===== src/rtl/fifo_rd_packer_if.sv =====
// rtl/fifo_rd_packer_if.sv - FIFO read-side and packed-output signal bundle for fifo_rd_packer
interface fifo_rd_packer_if #(
   parameter int DATA_WIDTH = 3,
   parameter int PACK_NUM   = 4,
   parameter int CNT_WIDTH  = 3
);
   logic                           fifo_empty;
   logic                           fifo_rd_en;
   logic [DATA_WIDTH-1:0]          fifo_rd_data;
   logic                           fifo_rd_vld;
   logic                           flush;
   logic [DATA_WIDTH*PACK_NUM-1:0] out_data;
   logic [CNT_WIDTH-1:0]           out_cnt;
   logic                           out_valid;
   logic                           out_ready;

   // master: the packer itself; slave: the FIFO plus downstream consumer
   modport master (
      input  fifo_empty, fifo_rd_data, fifo_rd_vld, flush, out_ready,
      output fifo_rd_en, out_data, out_cnt, out_valid
   );

   modport slave (
      output fifo_empty, fifo_rd_data, fifo_rd_vld, flush, out_ready,
      input  fifo_rd_en, out_data, out_cnt, out_valid
   );
endinterface


===== src/rtl/fifo_rd_packer.sv =====
// rtl/fifo_rd_packer.sv - packs PACK_NUM async-FIFO read words into one output word
// Reads are throttled so accumulated plus in-flight words never exceed one pack.
module fifo_rd_packer #(
   parameter int DATA_WIDTH = 3,
   parameter int PACK_NUM   = 4,
   parameter int CNT_WIDTH  = 3
) (
   input  logic             rd_clk,
   input  logic             rst_n,
   fifo_rd_packer_if.master bus
);
   localparam int                 ACC_WIDTH = DATA_WIDTH * PACK_NUM;
   localparam logic [CNT_WIDTH:0] PACK_LIM  = (CNT_WIDTH + 1)'(PACK_NUM);
   localparam logic [CNT_WIDTH-1:0] FULL    = CNT_WIDTH'(PACK_NUM);

   logic [ACC_WIDTH-1:0] acc_q, acc_d;
   logic [CNT_WIDTH-1:0] fill_q, fill_d;
   logic                 pending_q, pending_d;
   logic                 flush_pend_q, flush_pend_d;
   logic [ACC_WIDTH-1:0] out_data_q, out_data_d;
   logic [CNT_WIDTH-1:0] out_cnt_q, out_cnt_d;
   logic                 out_valid_q, out_valid_d;

   logic                 load;
   logic                 capture;
   logic                 rd_en;
   logic [CNT_WIDTH-1:0] fill_eff;
   logic [CNT_WIDTH:0]   committed;

   // A load empties the accumulator this edge, so the read decision may already count it as empty.
   always_comb begin
      load      = ((fill_q == FULL) || (flush_pend_q && !pending_q && (fill_q != '0)))
                  && (!out_valid_q || bus.out_ready);
      capture   = bus.fifo_rd_vld && pending_q;
      fill_eff  = load ? '0 : fill_q;
      committed = {1'b0, fill_eff} + {{CNT_WIDTH{1'b0}}, pending_q};
      rd_en     = rst_n && !bus.fifo_empty && !flush_pend_q && (committed < PACK_LIM);
      pending_d = rd_en;
   end

   always_comb begin
      acc_d        = acc_q;
      fill_d       = fill_q;
      flush_pend_d = flush_pend_q;
      out_data_d   = out_data_q;
      out_cnt_d    = out_cnt_q;
      out_valid_d  = out_valid_q;

      if (load) begin
         out_data_d  = acc_q;
         out_cnt_d   = fill_q;
         out_valid_d = 1'b1;
         acc_d       = '0;
         fill_d      = '0;
      end else begin
         if (out_valid_q && bus.out_ready) begin
            out_valid_d = 1'b0;
         end
         if (capture) begin
            for (int i = 0; i < PACK_NUM; i++) begin
               if (fill_q == CNT_WIDTH'(i)) begin
                  acc_d[i*DATA_WIDTH +: DATA_WIDTH] = bus.fifo_rd_data;
               end
            end
            fill_d = fill_q + CNT_WIDTH'(1);
         end
      end

      // A flush arriving with a full accumulator rides on the pending full load.
      if (flush_pend_q) begin
         if (load || ((fill_q == '0) && !pending_q)) begin
            flush_pend_d = 1'b0;
         end
      end else if (bus.flush && (fill_q != FULL)) begin
         flush_pend_d = 1'b1;
      end
   end

   always_ff @(posedge rd_clk or negedge rst_n) begin
      if (!rst_n) begin
         acc_q        <= '0;
         fill_q       <= '0;
         pending_q    <= 1'b0;
         flush_pend_q <= 1'b0;
         out_data_q   <= '0;
         out_cnt_q    <= '0;
         out_valid_q  <= 1'b0;
      end else begin
         acc_q        <= acc_d;
         fill_q       <= fill_d;
         pending_q    <= pending_d;
         flush_pend_q <= flush_pend_d;
         out_data_q   <= out_data_d;
         out_cnt_q    <= out_cnt_d;
         out_valid_q  <= out_valid_d;
      end
   end

   assign bus.fifo_rd_en = rd_en;
   assign bus.out_data   = out_data_q;
   assign bus.out_cnt    = out_cnt_q;
   assign bus.out_valid  = out_valid_q;
endmodule


===== src/flat_wrapper.sv =====
// flat-port wrapper written by rule: the top's interface ports become plain ports
module fifo_rd_packer_flat 
#(
   parameter int DATA_WIDTH = 3,
   parameter int PACK_NUM   = 4,
   parameter int CNT_WIDTH  = 3
)
  (rd_clk, rst_n, bus_fifo_empty, bus_fifo_rd_data, bus_fifo_rd_vld, bus_flush, bus_out_ready, bus_fifo_rd_en, bus_out_data, bus_out_cnt, bus_out_valid);
  fifo_rd_packer_if #(.DATA_WIDTH(DATA_WIDTH), .PACK_NUM(PACK_NUM), .CNT_WIDTH(CNT_WIDTH)) bus_i ();
  input  logic rd_clk;
  input  logic rst_n;
  input wire logic [$bits(bus_i.fifo_empty)-1:0] bus_fifo_empty;
  input wire logic [$bits(bus_i.fifo_rd_data)-1:0] bus_fifo_rd_data;
  input wire logic [$bits(bus_i.fifo_rd_vld)-1:0] bus_fifo_rd_vld;
  input wire logic [$bits(bus_i.flush)-1:0] bus_flush;
  input wire logic [$bits(bus_i.out_ready)-1:0] bus_out_ready;
  output wire logic [$bits(bus_i.fifo_rd_en)-1:0] bus_fifo_rd_en;
  output wire logic [$bits(bus_i.out_data)-1:0] bus_out_data;
  output wire logic [$bits(bus_i.out_cnt)-1:0] bus_out_cnt;
  output wire logic [$bits(bus_i.out_valid)-1:0] bus_out_valid;
  assign bus_i.fifo_empty = bus_fifo_empty;
  assign bus_i.fifo_rd_data = bus_fifo_rd_data;
  assign bus_i.fifo_rd_vld = bus_fifo_rd_vld;
  assign bus_i.flush = bus_flush;
  assign bus_i.out_ready = bus_out_ready;
  assign bus_fifo_rd_en = bus_i.fifo_rd_en;
  assign bus_out_data = bus_i.out_data;
  assign bus_out_cnt = bus_i.out_cnt;
  assign bus_out_valid = bus_i.out_valid;
  fifo_rd_packer #(.DATA_WIDTH(DATA_WIDTH), .PACK_NUM(PACK_NUM), .CNT_WIDTH(CNT_WIDTH)) u_core (.rd_clk(rd_clk), .rst_n(rst_n), .bus(bus_i));
endmodule

===== config.mk =====
export PLATFORM = sky130hd
export DESIGN_NAME = fifo_rd_packer_flat
export DESIGN_NICKNAME = d
export VERILOG_FILES = /design/src/rtl/fifo_rd_packer_if.sv /design/src/rtl/fifo_rd_packer.sv /design/src/flat_wrapper.sv
export SDC_FILE = /design/constraint.sdc
export NUM_CORES = 1
export LEC_CHECK = 0
export CAP_MARGIN = 20
export CELL_PAD_IN_SITES_DETAIL_PLACEMENT = 2
export CELL_PAD_IN_SITES_GLOBAL_PLACEMENT = 2
export CORE_ASPECT_RATIO = 0.75
export CORE_MARGIN = 5
export CORE_UTILIZATION = 38
export CTS_CLUSTER_SIZE = 8
export DETAILED_ROUTE_END_ITERATION = 10
export PLACE_DENSITY_LB_ADDON = 0.3
export SKIP_LAST_GASP = 1
export SYNTH_ARGS = -nofsm -noshare
export SYNTH_HDL_FRONTEND = slang
export SYNTH_SLANG_ARGS = --single-unit

===== constraint.sdc =====
create_clock -name rd_clk -period 4.6 [get_ports rd_clk]
set_input_delay 0.46 -clock rd_clk [delete_from_list [all_inputs] [get_ports rd_clk]]
set_output_delay 0.46 -clock rd_clk [all_outputs]
set_load 0.05 [all_outputs]

**Word level (Yosys, flattened, before mapping)**

Index checks and enable logic that the tools add are counted.
W data, S select, Z words.

- $add $sub $neg: 2
- Magnitude comparators: 1
- Eq/ne operators: 5
- Reduce and logical (&&, ||, !) cells: 29
- Mux-type cells: 14
- Divide/modulo/power cells: 0
- $mul: 0
- Bitwise logic cells: 0
- Shifts and indexed selects: 0

Operator list:

| kind | number |
|---|---|
| $mux W12 | 2 |
| $mux W3 | 7 |
| $reduce_bool A2 Y1 | 6 |
| $logic_and A1 B1 Y1 | 10 |
| $reduce_and A2 Y1 | 4 |
| $eq A3 B2 Y1 const B | 2 |
| $mux W1 | 5 |
| $add A3 B1 Y4 | 1 |
| $logic_not A1 Y1 | 4 |
| $lt A4 B3 Y1 const B | 1 |
| $add A3 B1 Y3 const B | 1 |
| $eq A3 B1 Y1 const B | 1 |
| $eq A3 B3 Y1 const B | 1 |
| $logic_not A3 Y1 | 1 |
| $logic_or A1 B1 Y1 | 3 |
| $ne A3 B3 Y1 const B | 1 |
| $reduce_bool A3 Y1 | 1 |

- Bits in read-only memories: 0
- Memories kept: 0
- Latch bits: 0
- Word-level logic and storage cells: 61
- Output and inout bits: 17
- Flip-flop bits (word level): 33
- RAM bits: 0
- Input port bits: 9

**Logic depth before layout (Yosys ltp)**

Gate-level depths: netlist of run 1.

- Depth after elaboration: 9
- Mapped depth: 7
- Depth with buffers taken out: 5

**Least setup slack after synthesis of run 1**

Ideal clock, no wire load.

- Path kind: flip-flop to output port
- Start point: reg u_core.fill_q[0]
- End point: out bus_fifo_rd_en
- Stages on the path, launching flop included: 7
- Slack: 2.179 ns
- Arrival: 1.961 ns
- Required time: 4.140 ns
- Path buffers: 1
- Path through: dfrtp_1 > inv_1 > ha_1 > or3b_4 > a21oi_4 > buf_6 > o211a_1

- Longest elaborated chain between the ends: 8
- Elaborated cells on any way between the ends: 9
- Classes of those cells: add/sub: 1; order compare: 1; eq/ne: 1; mux: 1; reduce/logical: 5

RTL lines:

| what | line | RTL |
|---|---|---|
| start: declaration | fifo_rd_packer.sv:17 | `logic [CNT_WIDTH-1:0] fill_q, fill_d;` |
| start signal: assignment | fifo_rd_packer.sv:90 | `fill_q <= fill_d;` |
| $reduce_bool A3 Y1 | fifo_rd_packer.sv:32 | `load = ((fill_q == FULL) \|\| (flush_pend_q && !pending_q && (fill_q != '0)))` |
| $logic_and A1 B1 Y1 | fifo_rd_packer.sv:32 |  |
| $logic_or A1 B1 Y1 | fifo_rd_packer.sv:32 |  |
| $logic_and A1 B1 Y1 | fifo_rd_packer.sv:33 | `&& (!out_valid_q \|\| bus.out_ready);` |
| $mux W3 (*) | fifo_rd_packer.sv:35 | `fill_eff = load ? '0 : fill_q;` |
| $add A3 B1 Y4 (*) | fifo_rd_packer.sv:36 | `committed = {1'b0, fill_eff} + {{CNT_WIDTH{1'b0}}, pending_q};` |
| $lt A4 B3 Y1 (*) | fifo_rd_packer.sv:37 | `rd_en = rst_n && !bus.fifo_empty && !flush_pend_q && (committed < PACK_LIM);` |
| $logic_and A1 B1 Y1 (*) | fifo_rd_packer.sv:37 |  |
| end: declaration | flat_wrapper.sv:17 | `output wire logic [$bits(bus_i.fifo_rd_en)-1:0] bus_fifo_rd_en;` |

Mark *: on every way between the ends. The rest lies on a longest branch, timed or not.

**Final worst setup path of run 1**

Ends and elaborated chain as after synthesis.

==> metrics, run 1 <==
die width=82.4 microns; Max VDD drop=303 uV; syn_nets=123; grt peak-use layer=met2; Slew Viols, Final=0; Max stage delay cell, worst path=clkdlybuf4s50_1; Synth Register Bits=33; Clk network pwr share=0.253; Sequential Power Share=0.367; Internal=0.703 mW; met2 Resource Use GR=0.226; Final nets=152; dpl hpwl=2320 microns; Inserted Clock Buffers=5; met1 Usage GRT=0.191; largest net degree at the start of global routing=35; Cells after Synth=109; Final Cell Area=0.00189 sq mm; area of the core=0.00373 sq mm; # hold bufs at CTS=0; global-route wire length before repair=5750 microns; Die Ht=64.3 microns; RSZ-0062 raised after global routing=no; routed vias=952; Initial Util=0.401; initial antenna violation count=0; worst min path class=register to register; Switching Power=0.402 mW; crit path capture type=output pin; slew at the pin closest to its max-slew limit=0.501 ns; WP data required=4.14 ns; critical path fanouts, max=5; TritonCTS clock tree=done; Setup Skew=0.00719 ns; Max Freq=319 MHz; Pleak=0.955 nW; ant diodes=0; number of synthesized flops with an enable pin=0; post-CTS resize count=0; worst slack at placement=1.73 ns; Final setup viols=0; final WL=3340 microns; global route overflow=0; Post-CTS Setup Inserts=0; WP data arrival=2.68 ns; area delta synth->final=26.5%; fin util=0.507; critical path's largest stage delay=0.81 ns; min cycle time layout=3.14 ns; Max Cap Violations=0; initial drt markers=24; status=finished clean; P per Cell Area=584 mW/mm^2; Bufs on Longest Clock Path=2; DRT antenna net count=0; Clk pin slew, worst setup/hold paths=0.06 ns; Via density=4.98; logic gate share of total power=0.380; Skew-Pair Late Insertion Delay=0.29 ns; Cell Area, Synth=0.00150 sq mm; # clock sinks=33; H-Tree Depth=2; post-place instance area=0.00178 sq mm; Setup CP Type=register to output pin; met3 Use GR=0.0435; PnR worst setup slack=1.46 ns; GRT Total Usage=0.148; routability cong.=0.805; Synth Flop Type=dfrtp_1; synthesized area per cell=13.7 sq um; I/O pin cnt=26; share of cells above drive strength 1=0.194; Rows=19; Final Hold Vio Count=0; asr flop ratio synth=1.00; number of global-route vias before repair=1108; worst path cell trace=inv_1, ha_1, or3b_4, a21oi_4, o211a_1, clkdlybuf4s50_1; Slew headroom=0.665; post-synthesis cell type count=25; Synthesis Warnings=0; Switching Fraction=0.364; First-pass DRT Iterations=2; Root Buffer=clkbuf_8; Tcrit/Tclk final=0.682; setup TNS=0 ns; DRC Markers=0; Die ar.=0.00530 sq mm; PortBufs=25; sequential share of the synthesized area=0.552; Setup crit start kind=register; drt wl/cell=17.5 microns
-- stage by stage --
| step | total power [mW] | hold slack [ns] | instances |
|---|---|---|---|
| 2_1_floorplan | 0.742 | 0.164 | 109 |
| 3_3_place_gp | 0.818 | 0.490 | 183 |
| 3_5_place_dp | 0.835 | 0.500 | 183 |
| 4_1_cts | 1.12 | 0.520 | 191 |
| 5_1_grt | 1.17 | 0.525 | 191 |
| 6_report | 1.11 | 0.512 | 191 |
-- critical path: cells and delay by family, from the launching register on --
| family | cells | cell delay (ns) |
|---|---|---|
| DFF | 1 | 0.43 |
| adders and majority gates | 1 | 0.25 |
| AOI/OAI and AO/OA | 2 | 0.35 |
| buffers and inverters | 2 | 0.93 |
| and+or+nand+nor | 1 | 0.43 |
-- cells in the final DEF (no fill, tap or decap), drive strengths merged --
cell type / instances
buf: 2
a311oi: 1
nor2b: 1
a221oi: 1
ha: 5
or3b: 2
o211a: 1
xnor2: 1
nand4b: 3
dfrtp: 33
nand3: 2
o21ai: 1
bufinv: 1
nor2: 15
a31oi: 1
nand2: 3
mux2: 15
mux2i: 12
inv: 3
clkdlybuf4s50: 25
a21oi: 3
clkbuf: 7
nand3b: 1
-- cells in the mapped netlist, types with 3 or more instances --
cell type / count / area (sq um)
nor2_1: 15 / 56.3
mux2i_1: 12 / 120
nand4b_1: 3 / 26.3
mux2_4: 12 / 180
dfrtp_1: 33 / 826
nand2_1: 3 / 11.3
ha_1: 5 / 62.6
inv_1: 3 / 11.3
mux2_2: 3 / 33.8
-- final cells by class --
type | instances | area, sq um
Sequential cell | 33 | 826
Tap cell | 52 | 65.1
Clock inverter | 1 | 30.0
Inverter | 3 | 11.3
Fill cell | 357 | 1840
Timing Repair Buffer | 27 | 265
Multi-Input combinational cell | 68 | 608
Clock buffer | 7 | 86.3
-- flip-flops by register name, indices dropped and copies added, names as in the netlist --
| signal | flops |
|---|---|
| u_core.acc_q | 12 |
| u_core.bus.out_cnt | 3 |
| u_core.bus.out_data | 12 |
| u_core.bus.out_valid | 1 |
| u_core.fill_q | 3 |
| u_core.flush_pend_q | 1 |
| u_core.pending_q | 1 |
-- cell families after synthesis --
kind of cell | synth area share
AND/OR/NAND/NOR | 0.0921
multiplexers | 0.223
XOR/XNOR | 0.00586
flip-flops | 0.552
buffers and inverters | 0.0410
AO/OA/AOI/OAI | 0.0435
adder cells (fa/ha/maj) | 0.0418
-- routing by layer --
| metal | vias up | wire length (microns) |
|---|---|---|
| li1 | 435 | - |
| met1 | 494 | 1530 |
| met2 | 18 | 1630 |
| met3 | 5 | 123 |
| met4 | 0 | 49 |
| met5 | - | 0 |
-- power groups by stage --
stage               Clock, mW  Sequential (mW)  Combinational, mW
floorplan                   0            0.485              0.257
global placement            0            0.405              0.413
detailed placement          0            0.412              0.423
CTS                     0.289            0.407              0.428
global route            0.304            0.416              0.451
finish                  0.279            0.405              0.420
-- worst paths after layout --
path                                                         start                            endpoint  slack (ns)  cells past startpoint
worst max-delay path                  u_core.fill_q[0]$_DFFE_PN0P_                      bus_fifo_rd_en        1.46                      6
worst min-delay path            u_core.bus.out_data[6]$_DFFE_PN0P_  u_core.bus.out_data[6]$_DFFE_PN0P_        0.51                      1
worst max register to register        u_core.fill_q[0]$_DFFE_PN0P_  u_core.bus.out_data[2]$_DFFE_PN0P_        2.32                      6
worst min register to register  u_core.bus.out_data[6]$_DFFE_PN0P_  u_core.bus.out_data[6]$_DFFE_PN0P_        0.51                      1
max in group asynchronous                                    rst_n  u_core.bus.out_data[4]$_DFFE_PN0P_        3.71                      2
min in group asynchronous                                    rst_n        u_core.fill_q[2]$_DFFE_PN0P_        0.58                      2
(Power assumes the default switching activity.)
==> run 2, diff against run 1 <==
--- a/config.mk
+++ b/config.mk
@@ -10,7 +10,7 @@
 export CELL_PAD_IN_SITES_GLOBAL_PLACEMENT = 2
 export CORE_ASPECT_RATIO = 0.75
 export CORE_MARGIN = 5
-export CORE_UTILIZATION = 38
+export CORE_UTILIZATION = 32
 export CTS_CLUSTER_SIZE = 8
 export DETAILED_ROUTE_END_ITERATION = 10
 export PLACE_DENSITY_LB_ADDON = 0.3
==> constraint.sdc (replaced) <==
create_clock -name rd_clk -period 2.6 [get_ports rd_clk]
set_input_delay 0.26 -clock rd_clk [delete_from_list [all_inputs] [get_ports rd_clk]]
set_output_delay 0.26 -clock rd_clk [all_outputs]
set_load 0.05 [all_outputs]
==> run 2 against run 1 <==
  * Combinational power is 85% higher
  * Final cell count grew 3.7%
  * Largest power group unchanged
  * Critical path depth unchanged
  * Sequential cell count did not move
  * Final area increased by 1.7%
  * Core utilization down 7.9 points
  * Global-route usage fell by 2.1 points
==> metrics, run 2 (synthesis gave the netlist of run 1 again) <==
area of the core=0.00449 sq mm (+20%); status=finished clean; PortBufs=25 (unchanged); Seq. cell area=826 sq um (unchanged); Die Ht=69.2 microns (+7.6%); largest net degree at the start of global routing=34 (-2.9%); share of cells above drive strength 1=0.213 (+0.0185); crit path capture type=output pin; TritonCTS clock tree=done; Critical R2R Launch=u_core.fill_q[1]$_DFFE_PN0P_; Slew headroom=0.646 (-0.0196); ant diodes=0 (unchanged); Tot Pwr=1.99 mW (+81%); Slew Viols, Final=0 (unchanged); Setup CP Type=register to output pin; min cycle time layout=2.32 ns; Inserted Clock Buffers=5 (unchanged); Rows=21 (+2); commonest non-fill, non-tap cell in the layout=dfrtp_1; Switching Fraction=0.363 (-0.000856); I/O pin cnt=26 (unchanged); GRT Total Usage=0.127 (-0.0212); area occupied by multi-input gates=608 sq um (unchanged); Setup crit start kind=register; most frequent cells in the layout=33 x dfrtp_1, 24 x clkdlybuf4s50_1, 15 x nor2_1; WP data arrival=2.06 ns (-0.62 ns); final WL=3470 microns (+3.8%); H-Tree Depth=2 (unchanged); Pleak=0.970 nW (+1.6%); initial drt markers=15 (-38%); Skew-Pair Late Insertion Delay=0.29 ns (about the same); worst min path class=input port to asynchronous set/reset pin; routed vias=945 (-0.74%); setup slack, reg-to-reg=0.34 ns (-1.98 ns); Final setup viols=0 (unchanged); logic gate share of total power=0.391 (+0.011); die width=88.9 microns (+7.9%); Clk pin slew, worst setup/hold paths=0.07 ns (about the same); Setup Skew=0.00316 ns (-0.00404 ns); Die ar.=0.00615 sq mm (+16%); Initial Util=0.333 (-0.0678); routability cong.=0.686 (-15%); number of global-route vias before repair=1118 (+0.90%); Layout fillers=448 (+25%); slew at the pin closest to its max-slew limit=0.530 ns (+0.0292 ns); global-route wire length before repair=5790 microns (+0.61%); post-CTS resize count=0 (unchanged); WP data required=2.34 ns (-1.80 ns); worst r2r path cells=7 (+1); Switching Power=0.724 mW (+80%); Final nets=154 (+1.3%); initial antenna violation count=0 (unchanged); Tcrit/Tclk final=0.893; Max Cap Violations=0 (unchanged); DRC Markers=0 (unchanged); Sequential Power Share=0.359 (-0.008); Max Freq=430 MHz; # clock sinks=33 (unchanged); DRT antenna net count=0 (unchanged); critical path fanouts, max=6 (+1); Max VDD drop=363 uV (+20%); Clk network pwr share=0.250 (-0.003); setup TNS=0 ns (unchanged); CP Launch Point=u_core.fill_q[1]$_DFFE_PN0P_; Root Buffer=clkbuf_8; Internal=1.27 mW (+81%); Bufs on Longest Clock Path=2 (unchanged); global route overflow=0 (unchanged); drt wl/cell=17.5 microns (+0.16%); RR Endpoint=u_core.bus.out_data[2]$_DFFE_PN0P_; RSZ-0062 raised after global routing=no; area delta synth->final=28.6%; First-pass DRT Iterations=4 (+2); P per Cell Area=1040 mW/mm^2 (+78%); dpl hpwl=2430 microns (+4.8%); Final Hold Vio Count=0 (unchanged); Via density=4.77 (-4.2%)
run 2: cell count changes in the layout (fill, tap and decap cells not counted):
cell and delta:
buf_12 +1, clkdlybuf4s50_1 -1, buf_4 +2
run 2: repair_timing:
item | in CTS | in global routing
setup buffers | 0 | 1
endpoints found under the setup margin | 0 | 1
hold buffers | 0 | 0
run 2: worst max-delay path: stages (launching register included):
cell	delay, ns
dfrtp_1	0.46
inv_1	0.11
ha_1	0.24
or3b_4	0.43
a21oi_4	0.16
o211a_1	0.24
buf_12	0.15
run 2: per-layer routing:
metal	GRT usage	wire [microns]
met2	0.200	1690
met3	0.0368	148
met5	0	0
met4	0.0545	68
met1	0.159	1560
run 2: area by class of cell:
cell class,count,area share
clock inverters,1,0.0156
flip-flops and latches,33,0.429
inverters,3,0.00586
well taps,57,0.0371
multi-input cells,68,0.316
clock buffers,7,0.0449
repair buffers,29,0.151
run 2: power by group through the flow:
stage / Sequential (mW) / Clock, mW / Combinational, mW
floorplan: 0.858 / 0 / 0.454
global placement: 0.720 / 0 / 0.750
detailed placement: 0.728 / 0 / 0.774
CTS: 0.720 / 0.512 / 0.782
global route: 0.734 / 0.539 / 0.842
finish: 0.716 / 0.499 / 0.779
run 2: how the worst max path moves through the flow:
stage	slack (ns)	to
final	0.28	bus_fifo_rd_en
after global placement	0.43	u_core.bus.out_data[4]$_DFFE_PN0P_
after floorplan	0.38	bus_fifo_rd_en
after CTS	0.09	bus_fifo_rd_en
after detailed placement	0.32	u_core.bus.out_data[2]$_DFFE_PN0P_
after global routing	0.16	bus_fifo_rd_en
run 2: through the flow:
| step | instances | area (sq um) | util | setup slack [ns] | hold slack, ns |
|---|---|---|---|---|---|
| floorplan | 109 | 1500 | - | 0.379 | -0.0356 |
| global placement | 189 | 1800 | 0.400 | 0.428 | 0.489 |
| detailed placement | 189 | 1800 | 0.400 | 0.321 | 0.498 |
| CTS | 197 | 1920 | 0.426 | 0.0877 | 0.449 |
| global route | 198 | 1920 | 0.428 | 0.163 | 0.484 |
| finish | 198 | 1920 | 0.428 | 0.277 | 0.429 |
==> run 3, diff against run 2 <==
--- a/config.mk
+++ b/config.mk
@@ -10,10 +10,12 @@
 export CELL_PAD_IN_SITES_GLOBAL_PLACEMENT = 2
 export CORE_ASPECT_RATIO = 0.75
 export CORE_MARGIN = 5
-export CORE_UTILIZATION = 32
+export CORE_UTILIZATION = 42
 export CTS_CLUSTER_SIZE = 8
 export DETAILED_ROUTE_END_ITERATION = 10
+export DONT_BUFFER_PORTS = 1
 export PLACE_DENSITY_LB_ADDON = 0.3
+export SETUP_SLACK_MARGIN = 0.3
 export SKIP_LAST_GASP = 1
 export SYNTH_ARGS = -nofsm -noshare
 export SYNTH_HDL_FRONTEND = slang
==> constraint.sdc (replaced) <==
create_clock -name rd_clk -period 2.2 [get_ports rd_clk]
set_input_delay 0.22 -clock rd_clk [delete_from_list [all_inputs] [get_ports rd_clk]]
set_output_delay 0.22 -clock rd_clk [all_outputs]
set_load 0.05 [all_outputs]
==> run 3 against run 2 <==
  * Sequential power rose by 42%
  * Count of clock-buffer cells in the layout stayed put
  * Final area down 5.9%
  * Final cell count shrank 16%
  * Critical path depth unchanged
  * Largest cell class unchanged
  * Die area shrank 21%
  * Largest power group is now registers
  * Combinational power increased by 31%
  * Core utilization is 11 points higher
  * Critical endpoint unchanged
==> metrics, run 3 (synthesis gave the netlist of run 1 again) <==
status=finished clean; initial drt markers=38 (+23); most frequent cells in the layout=31 x dfrtp_1, 15 x nor2_1, 12 x mux2_4, 12 x mux2i_1, 9 x buf_4; Die ar.=0.00487 sq mm (-21%); # clock sinks=33 (unchanged); critical path fanouts, max=4 (-2); min cycle time layout=2.10 ns; fin util=0.539 (+0.111); final WL=3780 microns (+8.9%); TritonCTS clock tree=done; post-place instance area=0.00154 sq mm (-14%); Tcrit/Tclk final=0.955; routed vias=916 (-3.1%); area of the core=0.00336 sq mm (-25%); Setup crit start kind=register; Sequential Power Share=0.407 (+0.048); Hold Path Depth=1; area delta synth->final=21.0%; initial antenna violation count=0 (unchanged); Switching Fraction=0.377 (+0.0142); setup TNS=0 ns (unchanged); Pleak=0.940 nW (-3.2%); Clk pin slew, worst setup/hold paths=0.07 ns (about the same); global-route wire length before repair=5790 microns (unchanged); Final setup viols=0 (unchanged); Switching Power=0.943 mW (+30%); Seq. cell area=828 sq um (+0.30%); Critical R2R Launch=u_core.fill_q[0]$_DFFE_PN0P_; I/O pin cnt=26 (unchanged); Bufs on Longest Clock Path=2 (unchanged); die width=78.9 microns (-11%); crit path capture type=output pin; area occupied by multi-input gates=628 sq um (+3.3%); Max Freq=476 MHz; slew at the pin closest to its max-slew limit=0.525 ns (-0.00507 ns); Setup Skew=0.0109 ns (+0.00778 ns); Skew-Pair Late Insertion Delay=0.29 ns (about the same); PnR worst setup slack=0.100 ns (-0.177 ns); Inserted Clock Buffers=5 (unchanged); ant diodes=0 (unchanged); worst r2r path cells=8 (+1); share of cells above drive strength 1=0.349 (+0.136); dpl hpwl=2150 microns (-12%); Internal=1.56 mW (+23%); Final nets=140 (-9.1%); Slew headroom=0.650 (+0.00449); WL met2=1860 microns (+9.8%); RR Endpoint=u_core.bus.out_data[2]$_DFFE_PN0P_; DRT antenna net count=0 (unchanged); P per Cell Area=1380 mW/mm^2 (+33%); Layout fillers=309 (-31%); Final Hold Vio Count=0 (unchanged); Rows=18 (-14%); Max Cap Violations=0 (unchanged); Hold EP=u_core.fill_q[2]$_DFFE_PN0P_; number of global-route vias before repair=1036 (-7.3%); Initial Util=0.446 (+0.113); Die Ht=61.7 microns (-11%); PortBufs=0 (-100%); Tot Pwr=2.50 mW (+25%); Max VDD drop=543 uV (+50%); WP data arrival=1.88 ns (-0.18 ns); GRT Total Usage=0.165 (+0.0388); setup slack, reg-to-reg=0.13 ns (-0.21 ns); routability cong.=0.757 (+10%); HP Start=bus_fifo_rd_vld; Setup CP Type=register to output pin; Clk network pwr share=0.187 (-0.063); commonest non-fill, non-tap cell in the layout=dfrtp_1; largest net degree at the start of global routing=34 (unchanged); WP data required=1.98 ns (-0.36 ns); H-Tree Depth=2 (unchanged); worst slack at placement=0.171 ns (-0.150 ns); RSZ-0062 raised after global routing=yes; Final Cell Area=0.00181 sq mm (-5.9%); Root Buffer=clkbuf_8; highest routed metal layer=met4; global route overflow=0 (unchanged); Via density=5.52 (+16%); WL met1=1710 microns (+9.9%); worst min path class=input port to register; drt wl/cell=22.8 microns (+30%); DRC Markers=0 (unchanged); Slew Viols, Final=0 (unchanged); First-pass DRT Iterations=4 (unchanged); met3 routed WL=178 microns (+20%); logic gate share of total power=0.407 (+0.016)
-- run 3: how the worst max path moves through the flow --
stage,startpoint,cells past startpoint,to,slack (ns)
2_1_floorplan,u_core.fill_q[0]$_DFFE_PN0P_,6,bus_fifo_rd_en,0.32
3_3_place_gp,u_core.fill_q[1]$_DFFE_PN0P_,6,bus_fifo_rd_en,0.28
3_5_place_dp,u_core.fill_q[1]$_DFFE_PN0P_,6,bus_fifo_rd_en,0.17
4_1_cts,u_core.fill_q[0]$_DFFE_PN0P_,6,bus_fifo_rd_en,0.13
5_1_grt,u_core.fill_q[0]$_DFFE_PN0P_,6,bus_fifo_rd_en,0.05
6_report,u_core.fill_q[0]$_DFFE_PN0P_,6,bus_fifo_rd_en,0.1
-- run 3: critical path, cell delays in order (launching register included) --
cell and delay, ns:
dfrtp_2 0.40, inv_4 0.06, ha_4 0.17, or3b_4 0.42
a21oi_4 0.17, buf_12 0.12, o211a_4 0.26
-- run 3: power groups by stage --
stage	Combinational [mW]	Sequential, mW	Clock [mW]
after floorplan	0.561	1.02	0
after global placement	0.618	1.02	0
after detailed placement	0.644	1.04	0
after CTS	0.835	1.01	0.476
after global routing	1.08	1.03	0.514
final	1.02	1.02	0.467
-- run 3: what timing repair did --
action                                  4_1_cts  5_1_grt
gates cloned                                  1        1
hold buffers                                  2        0
resized for setup                             3        4
pin swaps                                     2        4
endpoints found under the hold margin        33        0
endpoints found under the setup margin       17       17
buffers inserted                              4        5
-- run 3: layer usage --
layer,vias to the layer above,GRT usage
li1,409,-
met1,483,0.198
met2,20,0.290
met3,4,0.0629
met4,0,0.0368
met5,-,0
-- run 3: layout make-up --
cell class | count | area share
Sequential cell | 33 | 0.458
Tap cell | 40 | 0.0277
Timing Repair Buffer | 15 | 0.112
Inverter | 3 | 0.00761
Multi-Input combinational cell | 68 | 0.347
Clock buffer | 7 | 0.0477
-- run 3: through the flow --
step           std cells  hold slack [ns]
3_5_place_dp         146          -0.0744
5_1_grt              166           0.0220
6_report             166           0.0369
3_3_place_gp         146          -0.0745
2_1_floorplan        109          -0.0756
4_1_cts              160           0.0327
==> RTL change 1 (flow settings as in run 2) <==
Reset style: synchronous (`rst_n`), changed in one clocked block. Comments in the files are not updated.
--- a/src/rtl/fifo_rd_packer.sv
+++ b/src/rtl/fifo_rd_packer.sv
@@ -78,3 +78,3 @@
 
-   always_ff @(posedge rd_clk or negedge rst_n) begin
+   always_ff @(posedge rd_clk) begin
       if (!rst_n) begin
Formal check against the unedited RTL: differs if rst_n is asserted again (counterexample within 4 cycles, from zero or initial values and one cycle with rst_n low); with rst_n held inactive, the same outputs for 10 cycles.
==> RTL change 1 against run 2 <==
Wire length increased by 5.5%. Sequential cell count unchanged. Die area decreased by 4.4%. Hold slack improved by 0.032 ns. Critical path depth unchanged. Final area decreased by 3.9%. Synthesized area decreased by 5.0%. Setup slack improved by 0.022 ns. Synthesized cell count increased by 32%.
Power is not compared: it rests on default switching activity, and its combinational part moved more than twofold at a synthesized area within 25%.
==> RTL change 1: results (changes against run 2) <==
drive_gt1_share_pct: 8.67  # was 21.3%
multiInputCombCellCount: 97  # was 68
grt_util_met1_pct: 16.6  # was 15.9%
ys.flop_type: "dfxtp_1"  # was dfrtp_1
p_leak_nw: 0.749
wl_met2_um: 1730  # was 1690 um
wirelength_um: 3660  # was 3470 um
io_buffers: 25  # unchanged
drt_first_iter_violations: 28  # was 15
synth_commonest_cells: "dfxtp_1 (33), nand2_1 (32), mux2i_1 (28)"  # was dfrtp_1 (33), nor2_1 (15), mux2_4 (12), mux2i_1 (12), ha_1 (5)
dp_slack_ns: 0.598  # was 0.321 ns
max_slew_margin_pct: 65.8  # was 64.6%
nNonClkBuffers: 30  # was 29
crit_slowest_cell: "or3b_4"  # was dfrtp_1
routabilityCongestion: 0.746  # was 0.686
r2r-end: "u_core.bus.out_data[3]"  # was u_core.bus.out_data[2]
grtUsageTotal_pct: 14.1  # was 12.7%
fillers: 466  # was 448
synthTopCellsByArea: "dfxtp_1 (47%), mux2i_1 (20%), nand2_1 (8.5%)"  # was dfrtp_1 (55%), mux2_4 (12%), mux2i_1 (8.0%)
die_w_um: 86.9  # was 88.9 um
grt_max_degree: 20  # was 34
cp-startpoint: "u_core.fill_q[0]"  # was u_core.fill_q[1]
synth-xor-area-share_pct: 0.617  # was 0.586%
crit_arrival_ns: 2.04  # was 2.06 ns
synth-compound-area-share_pct: 5.20  # was 4.35%
status: "finished, final reports clean"  # unchanged
seq_share_pct: 35.7  # was 42.9%
post-place-cells: 222  # was 189
vias_per_cell: 4.86  # was 4.77
synth_fp_nets: 158  # was 123
reg2reg_depth: 6  # was 7
wl_met1_um: 1680  # was 1560 um
buffer_area_share_pct: 16.1  # was 15.1%
stdcell_count: 230  # was 198
hold_path.class: "flop to flop"  # was primary input to asynchronous set/reset pin
critical_path.max_stage_delay_ns: 0.43  # was 0.46 ns
multi_input_area_share_pct: 37.0  # was 31.6%
timing.final.crit_share_pct: 88.5  # was 89.3%
place_area_sq_um: 1730  # was 1800 sq um
clock_cell_area_share_pct: 6.30  # was 6.05%
fin_skew_ns: 0.00748  # was 0.00316 ns
cp_max_fo: 5  # was 6
dr_wl_met3_um: 198  # was 148 um
nNonClkInverters: 5  # was 3
cp_top_family: "simple AND/OR/NAND/NOR gates"  # was flip-flops
yosysSeqAreaShare_pct: 46.5  # was 55.2%
use_met2_pct: 22.9  # was 20.0%
clock_path_buffers: 2  # unchanged
synthMuxAreaShare_pct: 19.7  # was 22.3%
synth_fa_ha_area_share_pct: 4.41  # was 4.18%
rrSetupSlack_ns: 0.62  # was 0.34 ns
grt_pass1_vias: 1230  # was 1,118
whs_ns: 0.461  # was 0.429 ns
grt_first_pass_wirelength_um: 6180  # was 5790 um
synth.distinct_cells: 22  # was 25
==> RTL change 1: cell types whose count changed in the layout (fill, tap and decap cells not counted), moves of 2 or more <==
| cell | before | now |
|---|---|---|
| mux2_4 | 12 | 0 |
| nor3_1 | 0 | 14 |
| dfxtp_1 | 0 | 33 |
| nand2_1 | 3 | 32 |
| dfrtp_1 | 33 | 0 |
| inv_1 | 3 | 5 |
| mux2i_1 | 12 | 28 |
| mux2_2 | 3 | 0 |
| a21oi_1 | 2 | 0 |
| nor2_1 | 15 | 1 |
==> RTL change 1: power by group through the flow <==
stage                     logic (mW)  clock network (mW)  registers, mW
final                          0.102               0.489          0.523
after floorplan               0.0637                   0          0.534
after global placement        0.0984                   0          0.533
after detailed placement       0.103                   0          0.534
after global routing           0.110               0.532          0.524
after CTS                      0.104               0.505          0.523
==> RTL change 2 (flow settings as in run 2) <==
Made on the original files. `CNT_WIDTH` is set to 3 in 3 places; all go to 6.
--- a/src/rtl/fifo_rd_packer_if.sv
+++ b/src/rtl/fifo_rd_packer_if.sv
@@ -4,3 +4,3 @@
    parameter int PACK_NUM   = 4,
-   parameter int CNT_WIDTH  = 3
+   parameter int CNT_WIDTH  = 6
 );
--- a/src/rtl/fifo_rd_packer.sv
+++ b/src/rtl/fifo_rd_packer.sv
@@ -5,3 +5,3 @@
    parameter int PACK_NUM   = 4,
-   parameter int CNT_WIDTH  = 3
+   parameter int CNT_WIDTH  = 6
 ) (
--- a/src/flat_wrapper.sv
+++ b/src/flat_wrapper.sv
@@ -5,3 +5,3 @@
    parameter int PACK_NUM   = 4,
-   parameter int CNT_WIDTH  = 3
+   parameter int CNT_WIDTH  = 6
 )
Interface: changed (resized bus_out_cnt); port bits go from 26 to 29. No check against the original RTL was run, so the function may have changed too.
==> RTL change 2 against run 2 <==
Setup slack worse by 0.14 ns. Cell count grew 25%. Fmax down 5.8%. Register-to-register slack got worse by 0.19 ns. Wire length up 26%. Sequential cell count increased by 6. Core utilization fell by 0.91 points. Final area increased by 17%. Synthesized area increased by 19%. First-iteration DRC count grew to 3.0 times the old value. Critical endpoint unchanged. Power rose by 22%.
==> RTL change 2: results (changes against run 2) <==
status: "finished, final reports clean"  # unchanged
dr_wl_met3_um: 154  # was 148 um
wirelength_um: 4360  # was 3470 um
io_buffers: 28  # was 25
syn-mean-instance-area_sq_um: 12.9  # was 13.7 sq um
synth_commonest_cells: "dfrtp_1 (39), nor2_1 (21), mux2i_1 (13)"  # was dfrtp_1 (33), nor2_1 (15), mux2_4 (12), mux2i_1 (12), ha_1 (5)
ir_worst_vdd_mv: 0.237  # was 0.363 mV
synth_fp_nets: 151  # was 123
grtUsageTotal_pct: 13.6  # was 12.7%
wl_met1_um: 2040  # was 1560 um
use_met2_pct: 21.8  # was 20.0%
stdcell_count: 247  # was 198
drt_first_iter_violations: 45  # was 15
critical_path.max_stage_delay_ns: 0.49  # was 0.46 ns
hpwl_um: 3080  # was 2430 um
wl_met2_um: 2090  # was 1690 um
max_slew_margin_pct: 57.5  # was 64.6%
drive_gt1_share_pct: 20.3  # was 21.3%
cts_root_buffer: "clkbuf_8"  # unchanged
switchingPower_mw: 1.01  # was 0.724 mW
crit_slowest_cell: "or4b_4"  # was dfrtp_1
p_leak_nw: 1.04  # was 0.970 nW
yosysSeqAreaShare_pct: 55.0  # was 55.2%
grt_max_degree: 40  # was 34
synthTopCellsByArea: "dfrtp_1 (55%), mux2_4 (8.5%), mux2i_1 (7.3%)"  # was dfrtp_1 (55%), mux2_4 (12%), mux2i_1 (8.0%)
final-seq-area_sq_um: 977  # was 826 sq um
vias_per_cell: 4.73  # was 4.77
cp_top_family: "simple AND/OR/NAND/NOR gates"  # was flip-flops
async_flop_share_pct: 100  # unchanged
fin_skew_ns: 0.0106  # was 0.00316 ns
nets: 184  # was 154
grt_pass1_vias: 1321  # was 1,118
fillers: 560  # was 448
dp_slack_ns: 0.237  # was 0.321 ns
post-place-cells: 235  # was 189
synth.distinct_cells: 30  # was 25
grt_first_pass_wirelength_um: 7240  # was 5790 um
grt_use_met3_pct: 3.34  # was 3.68%
routabilityCongestion: 0.727  # was 0.686
grt_util_met1_pct: 17.6  # was 15.9%
place_area_sq_um: 2110  # was 1800 sq um
cp_max_fo: 8  # was 6
RTL change 2: cell types whose count changed after synthesis, sizes merged, moves of 2 or more:
cell,before,now
dfrtp,33,39
nor2,15,21
and3,0,5
clkbuf,2,6
xor2,0,4
a22o,0,3
nand4,0,3
nand4b,3,0
nor4,0,2
or3b,2,0
RTL change 2: kinds of logic after synthesis:
group,synth area share (%)
xor+xnor,2.47
compound gates,3.88
simple gates,12.8
mux,19.0
fa+ha+maj,2.82
flops,55.0
buf+inv,4.09
RTL change 2: layout make-up:
class,count,area share (%)
multi-input combinational,88,33.2
clock buffer,7,3.40
sequential,39,43.6
inverter,2,0.335
tap,75,4.19
timing repair buffer,35,15.1
clock inverter,1,0.223
RTL change 2: power by group through the flow:
stage | Clock, mW | Combinational (mW) | Sequential [mW]
floorplan | 0 | 0.541 | 1.14
global placement | 0 | 1.07 | 0.876
detailed placement | 0 | 1.11 | 0.891
CTS | 0.415 | 1.15 | 0.884
global route | 0.448 | 1.24 | 0.905
finish | 0.398 | 1.16 | 0.881
RTL change 2: repair_timing:
action / 4_1_cts / 5_1_grt
hold endpoints to repair: 0 / 0
setup endpoints to repair: 1 / 1
buffers inserted: 2 / 2
pin swaps: 2 / 2
gates resized for setup: 2 / 1
RTL change 2: worst paths after layout:
kind,end,slack (ns),cells after the start
worst max-delay path,bus_fifo_rd_en,0.13,7
worst min-delay path,u_core.pending_q,0.07,2
worst max register to register,u_core.bus.out_data[10],0.15,7
worst min register to register,u_core.bus.out_cnt[2],0.50,1
max in group asynchronous,u_core.fill_q[1],2.15,2
min in group rd_clk,u_core.pending_q,0.28,3
